### src/rtl/load_store_unit_pkg.sv
// -----------------------------------------------------------------------------
// load_store_unit_pkg
// Shared definitions for the RV32I load/store unit: funct3 encodings, FSM
// state type, store byte-lane base masks and the request-legality helpers used
// when the execute stage hands over an access.
// No ports (package).
// -----------------------------------------------------------------------------
package load_store_unit_pkg;

  // Load funct3 codes
  localparam logic [2:0] F3_LB  = 3'b000;
  localparam logic [2:0] F3_LH  = 3'b001;
  localparam logic [2:0] F3_LW  = 3'b010;
  localparam logic [2:0] F3_LBU = 3'b100;
  localparam logic [2:0] F3_LHU = 3'b101;

  // Store funct3 codes
  localparam logic [2:0] F3_SB  = 3'b000;
  localparam logic [2:0] F3_SH  = 3'b001;
  localparam logic [2:0] F3_SW  = 3'b010;

  // Byte-lane base masks, shifted up by the byte offset for SB/SH
  localparam logic [3:0] MASK_B = 4'b0001;
  localparam logic [3:0] MASK_H = 4'b0011;
  localparam logic [3:0] MASK_W = 4'b1111;

  typedef enum logic [1:0] {
    ST_IDLE = 2'b00,
    ST_REQ  = 2'b01,
    ST_WAIT = 2'b10
  } lsu_state_e;

  // Reserved encodings: loads 011/110/111, stores anything above SW.
  function automatic logic f3_reserved(input logic is_store, input logic [2:0] f3);
    if (is_store) return (f3 > F3_SW);
    return (f3 == 3'b011) || (f3 == 3'b110) || (f3 == 3'b111);
  endfunction

  // Size is encoded in funct3[1:0] for both loads and stores.
  function automatic logic f3_misaligned(input logic [2:0] f3, input logic [1:0] lane);
    case (f3[1:0])
      2'b01:   return lane[0];
      2'b10:   return (lane != 2'b00);
      default: return 1'b0;
    endcase
  endfunction

endpackage

### src/rtl/load_store_unit_if.sv
// -----------------------------------------------------------------------------
// load_store_unit_if
// Bundles the execute-stage request, the data-memory valid/ready port and the
// result/status outputs of the load/store unit.
//   master : the load/store unit itself (drives dmem request and results)
//   slave  : the surroundings (execute stage, data memory, write-back mux)
// Signals:
//   req_valid_in/req_ready_out, is_store_in, funct3_in, addr_in, rs2_in
//   dmem_req_valid_out/dmem_req_ready_in, dmem_addr_out, dmem_we_out,
//   dmem_wmask_out, dmem_wdata_out, dmem_rsp_valid_in, dmem_rdata_in
//   load_output_out, load_valid_out, store_done_out, misaligned_out,
//   illegal_out, timeout_out, stall_out
// -----------------------------------------------------------------------------
interface load_store_unit_if;

  logic        req_valid_in;
  logic        req_ready_out;
  logic        is_store_in;
  logic [2:0]  funct3_in;
  logic [31:0] addr_in;
  logic [31:0] rs2_in;

  logic        dmem_req_valid_out;
  logic        dmem_req_ready_in;
  logic [31:0] dmem_addr_out;
  logic        dmem_we_out;
  logic [3:0]  dmem_wmask_out;
  logic [31:0] dmem_wdata_out;
  logic        dmem_rsp_valid_in;
  logic [31:0] dmem_rdata_in;

  logic [31:0] load_output_out;
  logic        load_valid_out;
  logic        store_done_out;
  logic        misaligned_out;
  logic        illegal_out;
  logic        timeout_out;
  logic        stall_out;

  modport master (
    input  req_valid_in, is_store_in, funct3_in, addr_in, rs2_in,
    input  dmem_req_ready_in, dmem_rsp_valid_in, dmem_rdata_in,
    output req_ready_out,
    output dmem_req_valid_out, dmem_addr_out, dmem_we_out, dmem_wmask_out, dmem_wdata_out,
    output load_output_out, load_valid_out, store_done_out,
    output misaligned_out, illegal_out, timeout_out, stall_out
  );

  modport slave (
    output req_valid_in, is_store_in, funct3_in, addr_in, rs2_in,
    output dmem_req_ready_in, dmem_rsp_valid_in, dmem_rdata_in,
    input  req_ready_out,
    input  dmem_req_valid_out, dmem_addr_out, dmem_we_out, dmem_wmask_out, dmem_wdata_out,
    input  load_output_out, load_valid_out, store_done_out,
    input  misaligned_out, illegal_out, timeout_out, stall_out
  );

endinterface

### src/rtl/load_store_unit_load_align.sv
// -----------------------------------------------------------------------------
// load_store_unit_load_align
// Combinational load extraction: picks the addressed byte/half out of the read
// word and sign- or zero-extends it to 32 bits.
//   i_funct3 [2:0]  : load funct3 (LB/LH/LW/LBU/LHU)
//   i_lane   [1:0]  : address bits [1:0]
//   i_rdata  [31:0] : word returned by data memory
//   o_result [31:0] : extended load result
// -----------------------------------------------------------------------------
module load_store_unit_load_align
  import load_store_unit_pkg::*;
(
  input  logic [2:0]  i_funct3,
  input  logic [1:0]  i_lane,
  input  logic [31:0] i_rdata,
  output logic [31:0] o_result
);

  logic signed [7:0]  w_byte;
  logic signed [15:0] w_half;
  logic signed [31:0] w_byte_sx;
  logic signed [31:0] w_half_sx;

  always_comb begin
    w_byte    = i_rdata[8*i_lane +: 8];
    w_half    = i_rdata[16*i_lane[1] +: 16];
    w_byte_sx = w_byte;
    w_half_sx = w_half;
    case (i_funct3)
      F3_LB:   o_result = w_byte_sx;
      F3_LH:   o_result = w_half_sx;
      F3_LBU:  o_result = {24'h000000, w_byte};
      F3_LHU:  o_result = {16'h0000, w_half};
      default: o_result = i_rdata;
    endcase
  end

endmodule

### src/rtl/load_store_unit.sv
// -----------------------------------------------------------------------------
// load_store_unit
// RV32I data-memory access unit. Accepts one load/store from the execute stage,
// rejects misaligned or reserved accesses, issues the access on a valid/ready
// memory port and returns the aligned, extended load result for write-back.
// stall_out freezes the pipeline while an access is in flight.
//   clk_in    : core clock
//   rst_n_in  : synchronous active-low reset
//   bus       : load_store_unit_if.master (request, dmem port, results)
// Parameter RSP_TIMEOUT: WAIT cycles allowed for a load response, 0 = never.
// -----------------------------------------------------------------------------
module load_store_unit
  import load_store_unit_pkg::*;
#(
  parameter int unsigned RSP_TIMEOUT = 64
) (
  input  logic              clk_in,
  input  logic              rst_n_in,
  load_store_unit_if.master bus
);

  localparam int unsigned CNT_W = (RSP_TIMEOUT > 1) ? $clog2(RSP_TIMEOUT) : 1;
  // Timeout fires when the last allowed WAIT cycle passes without a response.
  localparam logic [CNT_W-1:0] CNT_LAST =
    (RSP_TIMEOUT == 0) ? '0 : CNT_W'(RSP_TIMEOUT - 1);

  lsu_state_e       r_state;
  logic [CNT_W-1:0] r_cnt;
  logic             r_is_store;
  logic [2:0]       r_funct3;
  logic [1:0]       r_lane;

  logic             r_req_ready;
  logic             r_stall;
  logic             r_dmem_req_valid;
  logic [31:0]      r_dmem_addr;
  logic             r_dmem_we;
  logic [3:0]       r_dmem_wmask;
  logic [31:0]      r_dmem_wdata;
  logic [31:0]      r_load_output;
  logic             r_load_valid;
  logic             r_store_done;
  logic             r_misaligned;
  logic             r_illegal;
  logic             r_timeout;

  logic             w_illegal;
  logic             w_misaligned;
  logic [3:0]       w_wmask;
  logic [31:0]      w_wdata;
  logic [31:0]      w_load_result;

  assign w_illegal    = f3_reserved(bus.is_store_in, bus.funct3_in);
  assign w_misaligned = f3_misaligned(bus.funct3_in, bus.addr_in[1:0]);

  // Store lanes: data replicated across the word, mask selects the lanes.
  always_comb begin
    w_wmask = 4'b0000;
    w_wdata = 32'h0000_0000;
    if (bus.is_store_in) begin
      case (bus.funct3_in)
        F3_SB: begin
          w_wmask = MASK_B << bus.addr_in[1:0];
          w_wdata = {4{bus.rs2_in[7:0]}};
        end
        F3_SH: begin
          w_wmask = MASK_H << bus.addr_in[1:0];
          w_wdata = {2{bus.rs2_in[15:0]}};
        end
        F3_SW: begin
          w_wmask = MASK_W;
          w_wdata = bus.rs2_in;
        end
        default: begin
          w_wmask = 4'b0000;
          w_wdata = 32'h0000_0000;
        end
      endcase
    end
  end

  load_store_unit_load_align u_load_align (
    .i_funct3 (r_funct3),
    .i_lane   (r_lane),
    .i_rdata  (bus.dmem_rdata_in),
    .o_result (w_load_result)
  );

  // Access attributes only matter once an access is in flight.
  always_ff @(posedge clk_in) begin
    if (r_state == ST_IDLE && bus.req_valid_in) begin
      r_is_store <= bus.is_store_in;
      r_funct3   <= bus.funct3_in;
      r_lane     <= bus.addr_in[1:0];
    end
  end

  always_ff @(posedge clk_in) begin
    if (!rst_n_in) begin
      r_state          <= ST_IDLE;
      r_cnt            <= '0;
      r_req_ready      <= 1'b1;
      r_stall          <= 1'b0;
      r_dmem_req_valid <= 1'b0;
      r_dmem_addr      <= 32'h0000_0000;
      r_dmem_we        <= 1'b0;
      r_dmem_wmask     <= 4'b0000;
      r_dmem_wdata     <= 32'h0000_0000;
      r_load_output    <= 32'h0000_0000;
      r_load_valid     <= 1'b0;
      r_store_done     <= 1'b0;
      r_misaligned     <= 1'b0;
      r_illegal        <= 1'b0;
      r_timeout        <= 1'b0;
    end else begin
      r_load_valid <= 1'b0;
      r_store_done <= 1'b0;
      r_misaligned <= 1'b0;
      r_illegal    <= 1'b0;
      r_timeout    <= 1'b0;
      case (r_state)
        ST_IDLE: begin
          if (bus.req_valid_in) begin
            // Rejected accesses never reach the memory port.
            if (w_illegal) begin
              r_illegal <= 1'b1;
            end else if (w_misaligned) begin
              r_misaligned <= 1'b1;
            end else begin
              r_state          <= ST_REQ;
              r_req_ready      <= 1'b0;
              r_stall          <= 1'b1;
              r_dmem_req_valid <= 1'b1;
              r_dmem_addr      <= {bus.addr_in[31:2], 2'b00};
              r_dmem_we        <= bus.is_store_in;
              r_dmem_wmask     <= w_wmask;
              r_dmem_wdata     <= w_wdata;
            end
          end
        end
        ST_REQ: begin
          if (bus.dmem_req_ready_in) begin
            r_dmem_req_valid <= 1'b0;
            if (r_is_store) begin
              r_state      <= ST_IDLE;
              r_req_ready  <= 1'b1;
              r_stall      <= 1'b0;
              r_store_done <= 1'b1;
            end else begin
              r_state <= ST_WAIT;
              r_cnt   <= '0;
            end
          end
        end
        ST_WAIT: begin
          // A response on the last allowed cycle still completes the load.
          if (bus.dmem_rsp_valid_in) begin
            r_state       <= ST_IDLE;
            r_req_ready   <= 1'b1;
            r_stall       <= 1'b0;
            r_load_output <= w_load_result;
            r_load_valid  <= 1'b1;
          end else if (RSP_TIMEOUT != 0 && r_cnt == CNT_LAST) begin
            r_state     <= ST_IDLE;
            r_req_ready <= 1'b1;
            r_stall     <= 1'b0;
            r_timeout   <= 1'b1;
          end else begin
            r_cnt <= r_cnt + 1'b1;
          end
        end
        default: begin
          r_state          <= ST_IDLE;
          r_req_ready      <= 1'b1;
          r_stall          <= 1'b0;
          r_dmem_req_valid <= 1'b0;
        end
      endcase
    end
  end

  assign bus.req_ready_out      = r_req_ready;
  assign bus.stall_out          = r_stall;
  assign bus.dmem_req_valid_out = r_dmem_req_valid;
  assign bus.dmem_addr_out      = r_dmem_addr;
  assign bus.dmem_we_out        = r_dmem_we;
  assign bus.dmem_wmask_out     = r_dmem_wmask;
  assign bus.dmem_wdata_out     = r_dmem_wdata;
  assign bus.load_output_out    = r_load_output;
  assign bus.load_valid_out     = r_load_valid;
  assign bus.store_done_out     = r_store_done;
  assign bus.misaligned_out     = r_misaligned;
  assign bus.illegal_out        = r_illegal;
  assign bus.timeout_out        = r_timeout;

endmodule
### src/flat_wrapper.sv
// flat-port wrapper written by rule: the top's interface ports become plain ports
module load_store_unit_flat import load_store_unit_pkg::*;
#(
  parameter int unsigned RSP_TIMEOUT = 64
)
  (clk_in, rst_n_in, bus_req_valid_in, bus_is_store_in, bus_funct3_in, bus_addr_in, bus_rs2_in, bus_dmem_req_ready_in, bus_dmem_rsp_valid_in, bus_dmem_rdata_in, bus_req_ready_out, bus_dmem_req_valid_out, bus_dmem_addr_out, bus_dmem_we_out, bus_dmem_wmask_out, bus_dmem_wdata_out, bus_load_output_out, bus_load_valid_out, bus_store_done_out, bus_misaligned_out, bus_illegal_out, bus_timeout_out, bus_stall_out);
  load_store_unit_if bus_i ();
  input  logic clk_in;
  input  logic rst_n_in;
  input wire logic [$bits(bus_i.req_valid_in)-1:0] bus_req_valid_in;
  input wire logic [$bits(bus_i.is_store_in)-1:0] bus_is_store_in;
  input wire logic [$bits(bus_i.funct3_in)-1:0] bus_funct3_in;
  input wire logic [$bits(bus_i.addr_in)-1:0] bus_addr_in;
  input wire logic [$bits(bus_i.rs2_in)-1:0] bus_rs2_in;
  input wire logic [$bits(bus_i.dmem_req_ready_in)-1:0] bus_dmem_req_ready_in;
  input wire logic [$bits(bus_i.dmem_rsp_valid_in)-1:0] bus_dmem_rsp_valid_in;
  input wire logic [$bits(bus_i.dmem_rdata_in)-1:0] bus_dmem_rdata_in;
  output wire logic [$bits(bus_i.req_ready_out)-1:0] bus_req_ready_out;
  output wire logic [$bits(bus_i.dmem_req_valid_out)-1:0] bus_dmem_req_valid_out;
  output wire logic [$bits(bus_i.dmem_addr_out)-1:0] bus_dmem_addr_out;
  output wire logic [$bits(bus_i.dmem_we_out)-1:0] bus_dmem_we_out;
  output wire logic [$bits(bus_i.dmem_wmask_out)-1:0] bus_dmem_wmask_out;
  output wire logic [$bits(bus_i.dmem_wdata_out)-1:0] bus_dmem_wdata_out;
  output wire logic [$bits(bus_i.load_output_out)-1:0] bus_load_output_out;
  output wire logic [$bits(bus_i.load_valid_out)-1:0] bus_load_valid_out;
  output wire logic [$bits(bus_i.store_done_out)-1:0] bus_store_done_out;
  output wire logic [$bits(bus_i.misaligned_out)-1:0] bus_misaligned_out;
  output wire logic [$bits(bus_i.illegal_out)-1:0] bus_illegal_out;
  output wire logic [$bits(bus_i.timeout_out)-1:0] bus_timeout_out;
  output wire logic [$bits(bus_i.stall_out)-1:0] bus_stall_out;
  assign bus_i.req_valid_in = bus_req_valid_in;
  assign bus_i.is_store_in = bus_is_store_in;
  assign bus_i.funct3_in = bus_funct3_in;
  assign bus_i.addr_in = bus_addr_in;
  assign bus_i.rs2_in = bus_rs2_in;
  assign bus_i.dmem_req_ready_in = bus_dmem_req_ready_in;
  assign bus_i.dmem_rsp_valid_in = bus_dmem_rsp_valid_in;
  assign bus_i.dmem_rdata_in = bus_dmem_rdata_in;
  assign bus_req_ready_out = bus_i.req_ready_out;
  assign bus_dmem_req_valid_out = bus_i.dmem_req_valid_out;
  assign bus_dmem_addr_out = bus_i.dmem_addr_out;
  assign bus_dmem_we_out = bus_i.dmem_we_out;
  assign bus_dmem_wmask_out = bus_i.dmem_wmask_out;
  assign bus_dmem_wdata_out = bus_i.dmem_wdata_out;
  assign bus_load_output_out = bus_i.load_output_out;
  assign bus_load_valid_out = bus_i.load_valid_out;
  assign bus_store_done_out = bus_i.store_done_out;
  assign bus_misaligned_out = bus_i.misaligned_out;
  assign bus_illegal_out = bus_i.illegal_out;
  assign bus_timeout_out = bus_i.timeout_out;
  assign bus_stall_out = bus_i.stall_out;
  load_store_unit #(.RSP_TIMEOUT(RSP_TIMEOUT)) u_core (.clk_in(clk_in), .rst_n_in(rst_n_in), .bus(bus_i));
endmodule
### config.mk
export PLATFORM = sky130hd
export DESIGN_NAME = load_store_unit_flat
export DESIGN_NICKNAME = d
export VERILOG_FILES = /design/src/rtl/load_store_unit_pkg.sv /design/src/rtl/load_store_unit_if.sv /design/src/rtl/load_store_unit_load_align.sv /design/src/rtl/load_store_unit.sv /design/src/flat_wrapper.sv
export SDC_FILE = /design/constraint.sdc
export NUM_CORES = 1
export LEC_CHECK = 0
export CAP_MARGIN = 15
export CORE_ASPECT_RATIO = 1.1
export CORE_MARGIN = 2
export CORE_UTILIZATION = 41
export DETAILED_ROUTE_END_ITERATION = 10
export GPL_TIMING_DRIVEN = 1
export PLACE_DENSITY = 0.75
export SLEW_MARGIN = 20
export SYNTH_ARGS = -nofsm -noshare
export SYNTH_HDL_FRONTEND = slang
export SYNTH_HIERARCHICAL = 1
export SYNTH_SLANG_ARGS = --single-unit
### constraint.sdc
create_clock -name clk_in -period 2.07 [get_ports clk_in]
set_input_delay 0.414 -clock clk_in [delete_from_list [all_inputs] [get_ports clk_in]]
set_output_delay 0.414 -clock clk_in [all_outputs]
set_load 0.03 [all_outputs]
==> metrics.txt, run 1 <==
routing usage on met1=0.2783; cts hold-fix bufs=0; Die ar.=15270 um^2; CTS H-tree lvls=4; vias in the first global route=5889; DR iter-0 viols=475; die height=129.4 um; total power=0.006653 W; Post-Synthesis Cells=678; Core Util, Final=0.6528; share of cells above drive strength 1=0.1182; Final Cycle Share=0.9450; Post-Syn Area=5862 um^2; Post-CTS Setup Bufs=0; multiplexer share of the synthesized area=0.03351; Num CTS Buffers=17; Avg Cell Area, Syn=8.646 um^2; Worst-path clk slew=0.06 ns; area of the core=13910 um^2; Pre-Repair DR Iteration Count=8; Final Hold Viols=0; Die Wd=118.0 um; P&R area growth vs syn=54.88%; via count=5960; DRT Wirelength=19060 um; CP max-delay cell=clkdlybuf4s50_1; Fmax achieved=511.2 MHz; first-pass GRT wire length=30130 um; CP bufs+invs=1; final setup violation count=0; largest family of logic cells by synthesized area=compound AO/OA/AOI/OAI gates; Req. time, crit path=1.66 ns; Synth top cells by count=nand2_1 (169), dfxtp_1 (115), a21boi_1 (47); Synth async-reset ratio=0; starting density of the core=0.4215; global route overflow=0; cells along the critical path=clkdlybuf4s50_1; post-synthesis compound-gate area fraction=0.2613; total number of yosys warnings=6; max-slew violations=0; Tmin final=1.956 ns; worst slack, placed=-0.6506 ns; placed insts=1076; element type at the critical path start=flop; CP Max Fanout=2; PwrDens=732.8 nW/um^2; synthesized-area fraction occupied by adder cells=0.01067; DR WL/cell=17.14 um; M3 GR Usage=0.08143; CTS Root Cell=clkbuf_16; xor and xnor area share after synthesis=0; CP arrival=1.54 ns; status=finished clean; Final Skew=0.006263 ns; final non-filler cell total=1112; kind of critical path=flop to output port; Rows=45; CTS max path bufs=2; worst setup margin=0.1138 ns; gr usage total=0.2500; met2 usage=0.4384; gpl congestion=0.8963; Yosys top cell area share=0.3927; synthesis-stage register bit count=121; TritonCTS Sinks=121; Worst Tran Pin Value=0.5861 ns; max-cap viol count=0; synth unique cells=57; min-delay worst type=input port to flop; CTS tree=built; top cells by area, synth=dfxtp_1 (39%), nand2_1 (11%), a21boi_1 (6.0%); top_reg_cell synth=dfxtp_1; Crit. End Element=output port; busiest layer in global routing=met2; worst vdd ir=0.4543 mV; initial antenna violation count=1; Slew Limit Headroom=0.6084; Worst-Skew Late Latency=0.43 ns; EDFF count, synth=6; delay-heaviest family, CP=buffers and inverters; Crit path largest cell delay=0.72 ns; Post-DRT Antenna Nets=0; nets=1019; Yosys top cell by area=dfxtp_1; Leakage Power=3.393 nW; RSZ-0062 raised after global routing=no; dpl hpwl=13790 um; most common cell in the synthesized netlist=nand2_1; largest net degree at the start of global routing=51; IO buf count=211; Remaining DRCs=0; via/cell ratio=5.360; I/O Pins=214; post-synthesis sequential area ratio=0.4235; Simple-Gate Fraction of Synth Area=0.2162
-- sequential cells by signal (all words and copies together), names as in the netlist, 2 cells and up --
signal	flops
u_core/bus.dmem_wdata_out	32
u_core/bus.load_output_out	32
u_core/bus.dmem_addr_out	30
u_core/r_cnt	6
u_core/bus.dmem_wmask_out	4
u_core/r_funct3	3
u_core/r_lane	2
u_core/r_state	2
-- kinds of logic after synthesis --
logic type	count (synthesis)
multiplexers	18
other	1
buffers and inverters	60
adder cells (fa/ha/maj)	5
AO/OA/AOI/OAI	203
AND/OR/NAND/NOR	270
flip-flops	121
-- report_power, final --
part           leakage [nW]  switching [W]  internal (W)  total [W]
clock network         0.302        0.00113       0.00192    0.00305
registers             0.989      0.0000400       0.00242    0.00246
logic                  2.10       0.000579      0.000565    0.00114
total                  3.39        0.00175       0.00490    0.00665
-- area by class of cell --
| cell class | count | area, um^2 |
|---|---|---|
| sequential | 121 | 2482 |
| tap | 188 | 235.2 |
| clock buffer | 20 | 478.0 |
| timing repair buffer | 265 | 2601 |
| inverter | 5 | 18.77 |
| antenna | 2 | 5.005 |
| multi-input combinational | 499 | 3122 |
| fill | 1174 | 4828 |
| clock inverter | 12 | 136.4 |
-- cell usage in the layout (no fill, tap or decap), types with 20 or more instances in the layout --
cell             count
nand2_1            169
a21boi_1            46
nand3_1             20
buf_4               47
nor2b_1             31
a21oi_1             32
clkdlybuf4s50_1    208
a22o_1              24
dfxtp_1            115
a21boi_0            37
-- worst reg2reg max path, stage by stage (launching register included) --
cell	delay, ns
edfxtp_1	0.37
mux4_2	0.53
and3b_1	0.30
a221o_1	0.35
nand2_1	0.08
a21boi_0	0.08
-- path summary, 6_finish.rpt --
path	startpoint	end	slack [ns]	cells past startpoint
min	rst_n_in	u_core/bus.dmem_wdata_out[16]	0.37	2
min reg2reg	u_core/bus.dmem_addr_out[17]	u_core/bus.dmem_addr_out[17]	0.45	2
max	u_core/bus.dmem_wdata_out[6]	bus_dmem_wdata_out[6]	0.11	1
max reg2reg	u_core/r_lane[1]	u_core/bus.load_output_out[14]	0.24	5
-- metrics by stage --
| stage | instance area, um^2 | setup TNS (ns) | hold slack [ns] |
|---|---|---|---|
| floorplan | 5866 | 0 | 0.4536 |
| global placement | 8371 | -30.78 | 0.4404 |
| detailed placement | 8371 | -38.00 | 0.4470 |
| CTS | 9067 | 0 | 0.3601 |
| global route | 9076 | 0 | 0.3799 |
| finish | 9079 | 0 | 0.3712 |
-- per-layer routing --
layer,vias up,wire length (um)
li1,2844,-
met1,2822,7517
met2,260,9589
met3,34,1488
met4,0,462
met5,-,0
-- repair_timing --
action,in CTS,in global routing
pin swaps,3,0
resized for setup,11,2
cloned,2,0
setup endpoints to repair,63,3
Power figures use the tool's default switching activity.
==> inputs of run 2 (changes only) <==
CORE_ASPECT_RATIO = default   (was 1.1)
PLACE_DENSITY = 0.79   (was 0.75)
==> run 2 against run 1 <==
  * Worst hold slack got worse by 0.0046 ns
  * Critical path depth rose by 7
  * Clock power fell by 3%
  * Routed wire length fell by 5.4%
  * Flip-flop and latch count did not move
  * Combinational power barely moved
  * Via count fell by 2.4%
  * Sequential share of layout area fell by 0.16 points
  * Maximum frequency rose by 2.3%
  * Critical path type is now input port to flop
  * Largest cell class unchanged
==> metrics.txt, run 2 (synthesis gave the netlist of run 1 again) <==
status=finished clean; area of the core=13930 um^2 (+0.20%); Critical path origin=bus_addr_in[0]; CP bufs+invs=3 (+2); R2R Setup Slk=0.23 ns (about the same); share of cells above drive strength 1=0.1163 (-0.001967); CTS Root Cell=clkbuf_16; CP arrival=2.26 ns (+0.72 ns); starting density of the core=0.4207 (-0.0008326); Leakage Power=3.433 nW (+1.2%); final setup violation count=0 (unchanged); Switch Pwr=0.001710 W (-2.5%); Fmax achieved=523.1 MHz (+2.3%); DR WL/cell=16.24 um (-5.2%); first-pass GRT wire length=28100 um (-6.7%); WL met2=8740 um (-8.9%); Worst R2R Path Depth=6 (+1); final non-filler cell total=1110 (-0.18%); via count=5815 (-2.4%); worst setup path endpoint=u_core/bus.dmem_wdata_out[26]; initial antenna violation count=1 (unchanged); commonest non-fill, non-tap cells in the layout=clkdlybuf4s50_1 (208), nand2_1 (169), dfxtp_1 (115), buf_4 (52), a21boi_1 (47); Metal-1 WL=7593 um (+1.0%); TritonCTS Sinks=121 (unchanged); r2r startpoint=u_core/r_lane[1]; filler cell count=1155 (-1.6%); gr usage total=0.2400 (-0.01002); cts hold-fix bufs=0 (unchanged); combinational share of power=0.177 (+0.005); Final Hold Viols=0 (unchanged); Flop pwr share=0.374 (+0.004); IO buf count=211 (unchanged); cells along the critical path=clkdlybuf4s50_1 -> and2_1 -> o21ai_1 -> buf_4 -> and4_4 -> bufbuf_16 -> nand3_1 -> a21boi_1; PwrDens=719.1 nW/um^2 (-1.9%); Req. time, crit path=2.42 ns (+0.76 ns); global route overflow=0 (unchanged); die height=123.6 um (-4.5%); Worst-Skew Late Latency=0.42 ns (about the same); Pre-Repair DR Iteration Count=8 (unchanged); Remaining DRCs=0 (unchanged); worst vdd ir=0.5018 mV (+10%); total power=0.006566 W (-1.3%); Die Wd=123.6 um (+4.7%); placed insts=1073 (-0.28%); commonest non-fill, non-tap cell in the layout=clkdlybuf4s50_1; Final Cycle Share=0.9235 (-0.02146); min-delay worst type=input port to flop; element type at the critical path start=input port; Post-DRT Antenna Nets=0 (unchanged); Int Power=0.004856 W (-0.88%); CTS max path bufs=2 (unchanged); switch share=0.2605 (-0.003164); Die ar.=15270 um^2 (about the same); max-cap viol count=0 (unchanged); I/O Pins=214 (unchanged); max-slew violations=0 (unchanged); Final Skew=0.005865 ns (-0.0003971 ns); CTS H-tree lvls=4 (unchanged); wire length on met3=1408 um (-5.4%); Crit path largest cell delay=0.50 ns (-0.22 ns); Worst Tran Pin Value=0.5826 ns (-0.003534 ns); P&R area growth vs syn=55.77%; DRT Wirelength=18030 um (-5.4%); kind of critical path=input port to flop; Num CTS Buffers=17 (unchanged); delay-heaviest family, CP=buffers and inverters; FF-to-FF End=u_core/bus.load_output_out[12]; dpl hpwl=12980 um (-5.9%); CTS tree=built; Rows=43 (-4.4%); DR iter-0 viols=385 (-19%); Tmin final=1.912 ns (-0.04442 ns); CP max-delay cell=clkdlybuf4s50_1; nets=1026 (+0.69%); gpl congestion=0.9473 (+5.7%); RSZ-0062 raised after global routing=no; Slew Limit Headroom=0.6108 (+0.002361); Worst-path clk slew=0.06 ns (about the same); max layer used=met4; largest net degree at the start of global routing=39 (-24%); vias in the first global route=5510 (-6.4%); Clock power frac=0.449 (-0.010); cell count along the critical path=8 (+7); Crit. End Element=flop; via/cell ratio=5.239 (-2.3%); CP Max Fanout=10 (+8)
## run 2: stage by stage
step           setup WS [ns]  utilization  setup TNS (ns)  cell area (um^2)  hold slack [ns]
2_1_floorplan         0.1127            -               0              5866           0.4536
3_3_place_gp         -0.4895       0.6054          -31.19              8436           0.4397
3_5_place_dp         -0.5543       0.6054          -33.74              8436           0.4437
4_1_cts            -0.008157       0.6548        -0.03585              9124           0.3611
5_1_grt              0.02446       0.6553               0              9131           0.3793
6_report              0.1583       0.6553               0              9131           0.3666
## run 2: repair_timing
action / in CTS / in global routing
cloned: 2 / 0
pin swaps: 1 / 1
gates resized for setup: 4 / 2
setup endpoints to repair: 52 / 55
buffers inserted: 2 / 0
## run 2: worst min path at each step
| stage | start | endpoint | slack (ns) | cells past startpoint |
|---|---|---|---|---|
| 2_1_floorplan | u_core/r_cnt[1] | u_core/r_cnt[1] | 0.45 | 2 |
| 3_3_place_gp | u_core/bus.dmem_addr_out[25] | u_core/bus.dmem_addr_out[25] | 0.44 | 2 |
| 3_5_place_dp | u_core/bus.dmem_addr_out[29] | u_core/bus.dmem_addr_out[29] | 0.44 | 2 |
| 4_1_cts | rst_n_in | u_core/bus.dmem_wdata_out[28] | 0.36 | 2 |
| 5_1_grt | bus_funct3_in[0] | u_core/r_funct3[0] | 0.38 | 2 |
| 6_report | bus_funct3_in[0] | u_core/r_funct3[0] | 0.37 | 2 |
## run 2: metal layers
layer  GRT usage  vias to the layer above
met5           0                        -
met2      0.3973                      237
met3     0.07143                       25
met4     0.08807                        0
met1      0.2954                     2700
li1            -                     2853
## run 2: power groups by stage
stage | Combinational [W] | Sequential (W) | Clock, W
after CTS | 0.00116 | 0.00246 | 0.00300
after global placement | 0.00111 | 0.00251 | 0
after detailed placement | 0.00112 | 0.00251 | 0
after floorplan | 0.000475 | 0.00262 | 0
after global routing | 0.00124 | 0.00246 | 0.00311
final | 0.00116 | 0.00246 | 0.00295
## run 2: cell type report
class / instances / area (um^2) / share of cell area
clock inverter: 10 / 106.4 / 0.01165
multi-input combinational: 498 / 3075 / 0.3368
antenna: 1 / 2.502 / 0.0002740
timing repair buffer: 273 / 2724 / 0.2983
clock buffer: 22 / 496.7 / 0.05440
sequential: 121 / 2482 / 0.2719
tap: 180 / 225.2 / 0.02466
inverter: 5 / 18.77 / 0.002055
==> inputs of run 3 (changes only) <==
CTS_CLUSTER_DIAMETER = 30   (was default)
==> results of run 3 <==
The final DEF is identical to that of run 2; final timing and power are the same.
